--- src/rtl/dfi_data_sched.sv ---
// dfi_data_sched: sequences DFI write-data enables and FIFO pops, tags returning read beats
// with AXI id/last, and gates column commands on read credits, write data and queue space.
module dfi_data_sched #(
    parameter int C_ID_WIDTH    = 4,
    parameter int C_LAT_WIDTH   = 5,
    parameter int C_BURST_BEATS = 2,
    parameter int C_TAG_LOG2    = 3,
    parameter int C_RFIFO_LOG2  = 5,
    parameter int C_WLVL_WIDTH  = 6
) (
    input  logic                    core_clk,
    input  logic                    core_arstn,
    input  logic                    cmd_valid,
    output logic                    cmd_ready,
    input  logic                    cmd_write,
    input  logic [C_ID_WIDTH-1:0]   cmd_id,
    input  logic                    cmd_last,
    input  logic [C_LAT_WIDTH-1:0]  cfg_wrlat,
    input  logic [C_WLVL_WIDTH-1:0] wr_level,
    output logic                    wr_rinc,
    output logic                    dfi_wrdata_en,
    input  logic                    dfi_rddata_valid,
    input  logic                    rd_rinc,
    output logic [C_ID_WIDTH-1:0]   r_id,
    output logic                    r_last,
    output logic [1:0]              r_resp,
    output logic                    b_valid,
    input  logic                    b_ready,
    output logic [C_ID_WIDTH-1:0]   b_id,
    output logic [1:0]              b_resp,
    output logic                    busy,
    output logic                    err_rd_orphan
);
    localparam int LP_DLY = 2**C_LAT_WIDTH;
    localparam int LP_TQ  = 2**C_TAG_LOG2;
    localparam logic [1:0]                LP_BM1  = 2'(C_BURST_BEATS - 1);
    localparam logic [C_WLVL_WIDTH-1:0]   LP_BW   = C_WLVL_WIDTH'(C_BURST_BEATS);
    localparam logic [C_RFIFO_LOG2:0]     LP_BC   = (C_RFIFO_LOG2+1)'(C_BURST_BEATS);
    localparam logic [C_RFIFO_LOG2:0]     LP_CRED = (C_RFIFO_LOG2+1)'(2**C_RFIFO_LOG2);

    logic [1:0]              r_space;
    logic [C_WLVL_WIDTH-1:0] r_resv;
    logic [LP_DLY-1:0]       r_dly;
    logic [LP_DLY-1:0]       r_dlyl;
    logic [1:0]              r_wcnt;
    logic                    r_wlast;
    logic [C_ID_WIDTH-1:0]   r_bmem [LP_TQ];
    logic [C_TAG_LOG2:0]     r_bwp;
    logic [C_TAG_LOG2:0]     r_bcp;
    logic [C_TAG_LOG2:0]     r_brp;
    logic [C_ID_WIDTH:0]     r_tmem [LP_TQ];
    logic [C_TAG_LOG2:0]     r_twp;
    logic [C_TAG_LOG2:0]     r_trp;
    logic [1:0]              r_beat;
    logic [C_RFIFO_LOG2:0]   r_cred;
    logic                    r_err;

    logic [C_WLVL_WIDTH:0]   w_wavail;
    logic                    w_wok;
    logic [C_TAG_LOG2:0]     w_bocc;
    logic [C_TAG_LOG2:0]     w_tocc;
    logic                    w_bfree;
    logic                    w_tempty;
    logic                    w_tfull;
    logic                    w_rok;
    logic                    w_acc;
    logic                    w_wacc;
    logic                    w_racc;
    logic [C_LAT_WIDTH-1:0]  w_lat;
    logic [C_LAT_WIDTH-1:0]  w_lm1;
    logic                    w_start;
    logic                    w_wfin_last;
    logic [C_ID_WIDTH:0]     w_head;
    logic                    w_blast;

    always_comb begin
        w_wavail    = {1'b0, wr_level} - {1'b0, r_resv};
        w_wok       = !w_wavail[C_WLVL_WIDTH] && (w_wavail >= (C_WLVL_WIDTH+1)'(C_BURST_BEATS));
        w_bocc      = r_bwp - r_brp;
        w_tocc      = r_twp - r_trp;
        w_bfree     = !w_bocc[C_TAG_LOG2];
        w_tempty    = (r_twp == r_trp);
        w_tfull     = w_tocc[C_TAG_LOG2];
        w_rok       = (r_cred >= LP_BC) && !w_tfull;
        cmd_ready   = (r_space == 2'd0) && (cmd_write ? (w_wok && (!cmd_last || w_bfree)) : w_rok);
        w_acc       = cmd_valid && cmd_ready;
        w_wacc      = w_acc && cmd_write;
        w_racc      = w_acc && !cmd_write;
        w_lat       = (cfg_wrlat == '0) ? C_LAT_WIDTH'(1) : cfg_wrlat;
        w_lm1       = w_lat - C_LAT_WIDTH'(1);
        // a set bit reaches position 0 exactly L cycles after the accept that planted it
        w_start     = r_dly[0];
        dfi_wrdata_en = w_start || (r_wcnt != 2'd0);
        wr_rinc     = dfi_wrdata_en;
        w_wfin_last = (C_BURST_BEATS == 1) ? (w_start && r_dlyl[0]) : ((r_wcnt == 2'd1) && r_wlast);
        b_valid     = (r_bcp != r_brp);
        b_id        = b_valid ? r_bmem[r_brp[C_TAG_LOG2-1:0]] : '0;
        b_resp      = 2'b00;
        w_head      = r_tmem[r_trp[C_TAG_LOG2-1:0]];
        w_blast     = (r_beat == LP_BM1);
        r_id        = w_tempty ? '0 : w_head[C_ID_WIDTH:1];
        r_last      = w_tempty ? dfi_rddata_valid : (w_head[0] && w_blast);
        r_resp      = (w_tempty && dfi_rddata_valid) ? 2'b10 : 2'b00;
        busy        = (r_resv != '0) || (r_dly != '0) || !w_tempty || b_valid;
        err_rd_orphan = r_err;
    end

    always_ff @(posedge core_clk or negedge core_arstn) begin
        if (!core_arstn) begin
            r_space <= '0;
            r_resv  <= '0;
            r_dly   <= '0;
            r_dlyl  <= '0;
            r_wcnt  <= '0;
            r_wlast <= 1'b0;
            r_bwp   <= '0;
            r_bcp   <= '0;
            r_brp   <= '0;
            r_twp   <= '0;
            r_trp   <= '0;
            r_beat  <= '0;
            r_cred  <= LP_CRED;
            r_err   <= 1'b0;
        end else begin
            r_space <= w_acc ? LP_BM1 : ((r_space != 2'd0) ? r_space - 2'd1 : r_space);
            r_resv  <= r_resv + (w_wacc ? LP_BW : '0) - C_WLVL_WIDTH'(dfi_wrdata_en);
            r_dly   <= (r_dly >> 1) | (LP_DLY'(w_wacc) << w_lm1);
            r_dlyl  <= (r_dlyl >> 1) | (LP_DLY'(w_wacc && cmd_last) << w_lm1);
            r_wcnt  <= w_start ? LP_BM1 : ((r_wcnt != 2'd0) ? r_wcnt - 2'd1 : r_wcnt);
            r_wlast <= w_start ? r_dlyl[0] : r_wlast;
            // response slot is reserved at accept, made visible only after the final beat
            if (w_wacc && cmd_last)
                r_bwp <= r_bwp + 1'b1;
            if (w_wfin_last)
                r_bcp <= r_bcp + 1'b1;
            if (b_valid && b_ready)
                r_brp <= r_brp + 1'b1;
            if (w_racc)
                r_twp <= r_twp + 1'b1;
            if (dfi_rddata_valid && !w_tempty) begin
                r_beat <= w_blast ? 2'd0 : r_beat + 2'd1;
                if (w_blast)
                    r_trp <= r_trp + 1'b1;
            end
            if (dfi_rddata_valid && w_tempty)
                r_err <= 1'b1;
            r_cred <= r_cred - (w_racc ? LP_BC : '0) + (C_RFIFO_LOG2+1)'(rd_rinc);
        end
    end

    always_ff @(posedge core_clk) begin
        if (w_wacc && cmd_last)
            r_bmem[r_bwp[C_TAG_LOG2-1:0]] <= cmd_id;
        if (w_racc)
            r_tmem[r_twp[C_TAG_LOG2-1:0]] <= {cmd_id, cmd_last};
    end

    always @(posedge core_clk) begin
        if (core_arstn) begin
            assert (r_cred <= LP_CRED);
            assert (r_resv <= wr_level);
        end
    end
endmodule
--- config.mk ---
export PLATFORM = sky130hd
export DESIGN_NAME = dfi_data_sched
export DESIGN_NICKNAME = d
export VERILOG_FILES = /design/src/rtl/dfi_data_sched.sv
export SDC_FILE = /design/constraint.sdc
export NUM_CORES = 1
export LEC_CHECK = 0
export CAP_MARGIN = 15
export CORE_UTILIZATION = 55
export CTS_CLUSTER_DIAMETER = 120
export DETAILED_ROUTE_END_ITERATION = 8
export HOLD_SLACK_MARGIN = 0.05
export PLACE_DENSITY_LB_ADDON = 0.3
export SYNTH_ARGS = -nofsm -noshare
export SYNTH_HDL_FRONTEND = slang
export SYNTH_SLANG_ARGS = --single-unit
export TNS_END_PERCENT = 20
--- constraint.sdc ---
create_clock -name core_clk -period 4.6 [get_ports core_clk]
set_clock_uncertainty 0.1 [all_clocks]
set_input_delay 0.46 -clock core_clk [delete_from_list [all_inputs] [get_ports core_clk]]
set_output_delay 0.46 -clock core_clk [all_outputs]
set_load 0.005 [all_outputs]
== Word level (Yosys, flattened, before mapping) ==
Memories as Yosys holds them, arrays and structs flattened.
Cells that the tools add are included.

* Reduce and logical (&&, ||, !) cells: 33
* Bitwise gates (word level): 2
* Equality and inequality tests: 4
* Mux-type cells: 17
* Order comparisons: 2
* Shift operators: 2
* $add $sub $neg: 16

{| class="wikitable"
|+ Operators with widths
! cell !! count
|-
| bitwise OR 31 x 32 -> 32 bit || 2
|-
| << shifter 1 x 5 -> 32 bit || 2
|-
| nonzero test 32 bit || 1
|-
| adder 4 x 1 -> 4 bit (second input constant) || 5
|-
| 2-to-1 mux 2 bit || 8
|-
| logical AND 1 bit || 13
|-
| 2-to-1 mux 4 bit || 2
|-
| nonzero test 2 bit || 4
|-
| subtractor 4 bit || 2
|-
| greater-or-equal comparator 7 x 2 -> 1 bit (second input constant) || 1
|-
| subtractor 6 x 6 -> 7 bit || 1
|-
| adder 6 x 1 -> 6 bit || 1
|-
| adder 6 x 2 -> 6 bit || 1
|-
| greater-or-equal comparator 6 x 2 -> 1 bit (second input constant) || 1
|-
| logical NOT 1 bit || 6
|-
| 2-to-1 mux 1 bit || 6
|-
| nonzero test 6 bit || 1
|-
| subtractor 6 x 1 -> 6 bit || 1
|-
| subtractor 6 x 2 -> 6 bit || 1
|-
| logical NOT 5 bit || 1
|-
| logical OR 1 bit || 5
|-
| 2-to-1 mux 5 bit || 1
|-
| subtractor 5 x 1 -> 5 bit (second input constant) || 1
|-
| == test 2 x 1 -> 1 bit (second input constant) || 2
|-
| other kinds (6) || 7
|}

* Bits in writable memories: 72
* Register bits after elaboration: 104
* Logic and storage cells: 92
* Memories: 2
* Output and inout bits: 19

{| class="wikitable"
|+ Memories
! memory !! depth !! bits a word !! rd ports !! clocked after memory_dff !! wr ports !! RTL line !! text
|-
| r_tmem || 8 || 5 || 1 || 0 || 1 || 51 || <nowiki>logic [C_ID_WIDTH:0] r_tmem [LP_TQ];</nowiki>
|-
| r_bmem || 8 || 4 || 1 || 0 || 1 || 47 || <nowiki>logic [C_ID_WIDTH-1:0] r_bmem [LP_TQ];</nowiki>
|}

== Logic depth before layout (Yosys ltp) ==
* Depth in word-level cells: 11
* Mapped depth: 17
* Depth with buffers taken out: 17

== Worst setup path after synthesis ==
Ideal clock, no wire load.

* Kind: in2reg
* From: input port wr_level[0]
* To: register r_resv[5]
* Buffers on the path: 0
* Arrival time: 3.443 ns
* Library setup time: 0.128 ns
* Cell stages on the path: 17
* Slack: 0.929 ns
* Path through: inv_1 ha_1 inv_1 fa_1 a21o_1 a211o_1 a221oi_4 nor3_2 inv_1 ha_1 inv_1 ha_1 inv_1 fa_1 o21bai_1 a21oi_1 xor2_1

* Cells in the longest elaborated chain, start to end: 11

{| class="wikitable"
|+ Ends and longest elaborated chain
! what !! RTL line !! text
|-
| from (decl) || 19 || <nowiki>input logic [C_WLVL_WIDTH-1:0] wr_level,</nowiki>
|-
| subtractor 6 x 6 -> 7 bit * || 77 || <nowiki>w_wavail = {1'b0, wr_level} - {1'b0, r_resv};</nowiki>
|-
| greater-or-equal comparator 7 x 2 -> 1 bit / logical NOT 1 bit (equally long branches) || 78 || <nowiki>w_wok = !w_wavail[C_WLVL_WIDTH] && (w_wavail >= (C_WLVL_WIDTH+1)'(C_BURST_BEATS));</nowiki>
|-
| logical AND 1 bit * || 78 ||
|-
| logical AND 1 bit * || 85 || <nowiki>cmd_ready = (r_space == 2'd0) && (cmd_write ? (w_wok && (!cmd_last || w_bfree)) : w_rok);</nowiki>
|-
| 2-to-1 mux 1 bit * || 85 ||
|-
| logical AND 1 bit * || 85 ||
|-
| logical AND 1 bit * || 86 || <nowiki>w_acc = cmd_valid && cmd_ready;</nowiki>
|-
| logical AND 1 bit * || 87 || <nowiki>w_wacc = w_acc && cmd_write;</nowiki>
|-
| 2-to-1 mux 2 bit * || 126 || <nowiki>r_resv <= r_resv + (w_wacc ? LP_BW : '0) - C_WLVL_WIDTH'(dfi_wrdata_en);</nowiki>
|-
| adder 6 x 2 -> 6 bit * || 126 ||
|-
| subtractor 6 x 1 -> 6 bit * || 126 ||
|-
| to (signal assigned) || 126 ||
|-
| to (decl) || 42 || <nowiki>logic [C_WLVL_WIDTH-1:0] r_resv;</nowiki>
|}

Mark *: on every way between the ends. The rest lies on a longest branch, timed or not.
A chain may end at the register's enable or synchronous reset.

== Worst setup path in the final report ==
* From: register r_trp[1]
* To: output port cmd_ready

* Cells in the longest elaborated chain, start to end: 5

{| class="wikitable"
|+ Ends and longest elaborated chain
! what !! RTL line !! text
|-
| from (decl) || 53 || <nowiki>logic [C_TAG_LOG2:0] r_trp;</nowiki>
|-
| from (signal assigned) || 143 || <nowiki>r_trp <= r_trp + 1'b1;</nowiki>
|-
| subtractor 4 bit || 80 || <nowiki>w_tocc = r_twp - r_trp;</nowiki>
|-
| logical NOT 1 bit || 84 || <nowiki>w_rok = (r_cred >= LP_BC) && !w_tfull;</nowiki>
|-
| logical AND 1 bit || 84 ||
|-
| 2-to-1 mux 1 bit || 85 ||
|-
| logical AND 1 bit || 85 ||
|-
| to (decl) || 14 || <nowiki>output logic cmd_ready,</nowiki>
|}

No other way between the ends.

==> results <==
- The flow ran to the end, and the final reports show no timing, DRC or antenna violations.
- The placed wire-length estimate after detailed placement is 10900 um.
- The maximum vdd drop is 300 uV.
- The mapped cell area is 7960 sq um.
- In this run the worst path has a maximum fanout of 13.
- The total area inside the core boundary comes to 14000 sq um.
- The max-slew violation count is 0.
- After floorplanning, the core was divided into 43 placement rows.
- On the final layout, the worst hold slack is 0.334 ns.
- Of the available clock period, the critical path in the final layout requires 0.851.
- The wire length per cell is 18.2 um.
- Sorting the synthesized cells by area gives the leading types as dfrtp_1 32%, edfxtp_1 27%, ha_1 6.0%, mux4_2 5.1%, a21o_1 4.0%.
- The critical path is of the reg -> out type.
- The sequential-to-total area share from yosys stat is 0.599.
- The overall power of the completed layout is 5.14 mW.
- The total setup buffers inserted after CTS is 0.
- The first global-routing pass estimated 25100 um of wire.
- Of the total power, combinational logic draws 0.338.
- Yosys mapped the design onto 55 distinct sky130hd cell types.
- The met2 global-route usage is 0.366.
- The number of iterations in the first detailed-routing pass is 4.
- The die width is 122 um.
- The portion of total power attributed to the clock network is 0.265.
- After synthesis the netlist holds a flip-flop and latch count of 176.
- Internal power comes to 3.46 mW.
- The buffer type at the clock tree root is clkbuf_16.
- From synthesis to final layout, the design area changed by 15.4%.
- On the critical path, the stage with the largest delay is an instance of dfrtp_1.
- The number of antenna violations at the first check in global routing is 0.
- In the synthesized netlist, the number of instances is 597.
- By count the netlist is led by 103 x dfrtp_1, 72 x edfxtp_1, 42 x a21o_1, 41 x inv_1.
- The number of top-level pins is 42.
- The post-placement cell area is 8600 sq um.
- The area share of the largest cell type after synthesis is 0.324.
- For this run, the top clock speed supported by timing is 0.255 GHz.
- The tightest min-delay check is of the reg -> reg type.
- Entering global routing, the biggest net connects 61 pins.
- The shortest clock period the worst path allows after layout is 3.92 ns.
- The tool flagged a number of max-cap violations equal to 0.
- The data required time at the worst endpoint is 4.04 ns.
- For met3 alone, demand over resource in global routing was 0.0488.
- The initial utilization of the core area, before any placement, comes to 0.569.
- For this run, the slowest stage of the critical path takes 0.69 ns.
- Summed over all failing endpoints, the final setup total negative slack is 0 ns.
- The arrival time reported for the critical path endpoint is 3.36 ns.
- Measured against its own limit, the worst slew margin works out to 0.400.
- The synthesis warning total is 0.
- Input and output buffers added on the ports amount to 38.
- The violation count after the first detailed-route iteration is 358.
- For this design, the sink count on the clock tree is 176.
- The cell accounting for the most synthesized area is dfrtp_1.
- The antenna violation net count after detailed routing is 0.
- The kind of capture point of the worst setup path is an output port.
- The detailed-route via count is 4886.
- The clock latency reported for the late side of the worst-skew pair is 0.43 ns.
- TritonCTS built the clock tree.
- In this run the power spent charging and discharging nets is 1.69 mW.
- The finished cells cover 9180 sq um.
- The library cell with the highest instance count after synthesis is dfrtp_1.
- For this run, the total global-route usage over all layers was measured as 0.228.
- The number of antenna diodes in the final layout is 0.
- The synthesized design contains 72 enable-type register cells.
- After clock tree synthesis, the repair step resized 0 gates.
- The met1 track demand over resource in global routing is 0.293.
- The detailed-route wire length is 15400 um.
- Together, buffers and inverters on the worst path number 2.
- Setup repair after global routing left no endpoint under its margin.
- After clock tree synthesis, the clock-pin slew on the worst setup and hold paths is 0.07 ns.
- The final count of hold timing violations is 0.
- The setup violation total in the final timing report is 0.
- Buffers inserted during clock tree synthesis total 17.
- The total overflow reported by the global router is 0.
- The share of total power in sequential cells is 0.397.
- Broken down by cell family, the worst path's largest delay share belongs to compound AO/OA/AOI/OAI gates.
- After global routing, the most crowded layer is met2.
- At the placement stage, the worst setup path has a slack of 0.316 ns.
- In the final layout, the share of cells above drive strength 1 is 0.161.
- The area enclosed by the die boundary is 14900 sq um.
- For this run, design rule violations remaining after detail routing come to 0.
- Across all setup checks in the final design, the least slack found is 0.685 ns.
- Counting stages on the worst path, the most repeated cell is o21a_1.
- The most common flop cell mapped by yosys is dfrtp_1.
- The deepest level of the CTS H-tree is 4.
- After detailed routing, the number of vias per cell comes to 5.78.
- The critical path goes through inv_1 > ha_1 > nor2b_1 > o21a_1 > or3_1 > a211oi_1 > o21a_1 > clkdlybuf4s50_1.
- The routability congestion estimate is 0.954.
- The worst setup path is launched from a register.
- The number of buffers on the longest clock path is 2.
- The post-cts hold buffer count is 1.
- For this design the ratio of total power to cell area is 561 nW/um^2.
- The net count of the finished layout is 716.
- The via count of the first global-routing pass came to 4993.
- The vertical die dimension is 122 um.
- Summed over all cells, the static leakage comes to 4.23 nW.
- The transition time at the pin with the least slew margin is 0.892 ns.
- The share of total power consumed by net switching is 0.328.
- Of all flip-flops after synthesis, the portion carrying an async set or reset was 0.591.
- The average footprint of a synthesized cell is 13.3 sq um.
state kept, by name, summed over array words and instances, names as in the netlist, 2 cells and up:
name     flops
r_bcp        4
r_wcnt       2
r_resv       6
r_dly       32
r_bmem      32
r_cred       6
r_bwp        4
r_dlyl      32
r_trp        4
r_tmem      40
r_space      2
r_twp        4
r_beat       2
r_brp        4
worst register-to-register path, cell delays in order, from the launching register on:
cell and delay, ns:
dfrtp_1 0.41, inv_1 0.10, ha_1 0.35, and3b_1 0.23, or4_4 0.53, a221oi_4 0.47, nor3_2 0.10, inv_1 0.10
ha_1 0.22, inv_1 0.06, ha_1 0.16, inv_1 0.05, fa_1 0.41, o21bai_1 0.16, a21oi_1 0.09, xor2_1 0.15
stage by stage:
stage,cells,util
after global routing,846,0.656
after global placement,812,0.615
after CTS,845,0.656
after detailed placement,812,0.615
after floorplan,599,-
final,846,0.656
area by class of cell:
class / instances / area, sq um
clock buffer: 17 / 425
clock inverter: 15 / 134
fill: 1028 / 4810
inverter: 41 / 154
multi-input combinational: 359 / 2950
sequential: 176 / 4770
tap: 180 / 225
timing repair buffer: 58 / 528
worst paths after layout:
| path | startpoint | to | slack (ns) | cells past startpoint |
|---|---|---|---|---|
| worst max-delay path | r_trp[1] | cmd_ready | 0.68 | 8 |
| worst min-delay path | r_dlyl[29] | r_dlyl[28] | 0.33 | 1 |
| worst max register to register | r_resv[2] | r_resv[5] | 0.79 | 15 |
| worst min register to register | r_dlyl[29] | r_dlyl[28] | 0.33 | 1 |
| max in group asynchronous | core_arstn | r_dly[20] | 2.78 | 3 |
| min in group asynchronous | core_arstn | r_cred[0] | 0.55 | 2 |
power by group through the flow:
stage	sequential (mW)	combinational (mW)	clock, mW
6_report	2.04	1.74	1.36
4_1_cts	2.05	1.76	1.39
5_1_grt	2.08	1.96	1.44
3_5_place_dp	2.08	1.75	0
3_3_place_gp	2.06	1.67	0
2_1_floorplan	1.95	1.31	0
placed cells by master, fill, tap and decap left out, drive strengths merged, types with 20 or more instances in the layout:
cell and n:
clkdlybuf4s50 37, dfrtp 103, xor2 20, a21o 42, nand2 33, a31o 23
nor2 38, inv 46, edfxtp 72, ha 38
routing by layer:
| metal | vias to the layer above | routed length, um |
|---|---|---|
| met5 | - | 0 |
| met4 | 0 | 550 |
| met3 | 34 | 609 |
| met2 | 128 | 7460 |
| met1 | 2442 | 6780 |
| li1 | 2282 | - |
cells by family after synthesis:
kind of cell | count (synthesis) | share of synthesized area
buffers and inverters | 64 | 0.0332
AOI/OAI and AO/OA | 110 | 0.105
other | 1 | 0.000471
xor gates and xnor gates | 38 | 0.0418
and+or+nand+nor | 143 | 0.0948
muxes | 25 | 0.0606
DFF | 176 | 0.599
adders and majority gates | 40 | 0.0648
No activity file was read; power rests on OpenSTA's default activity.
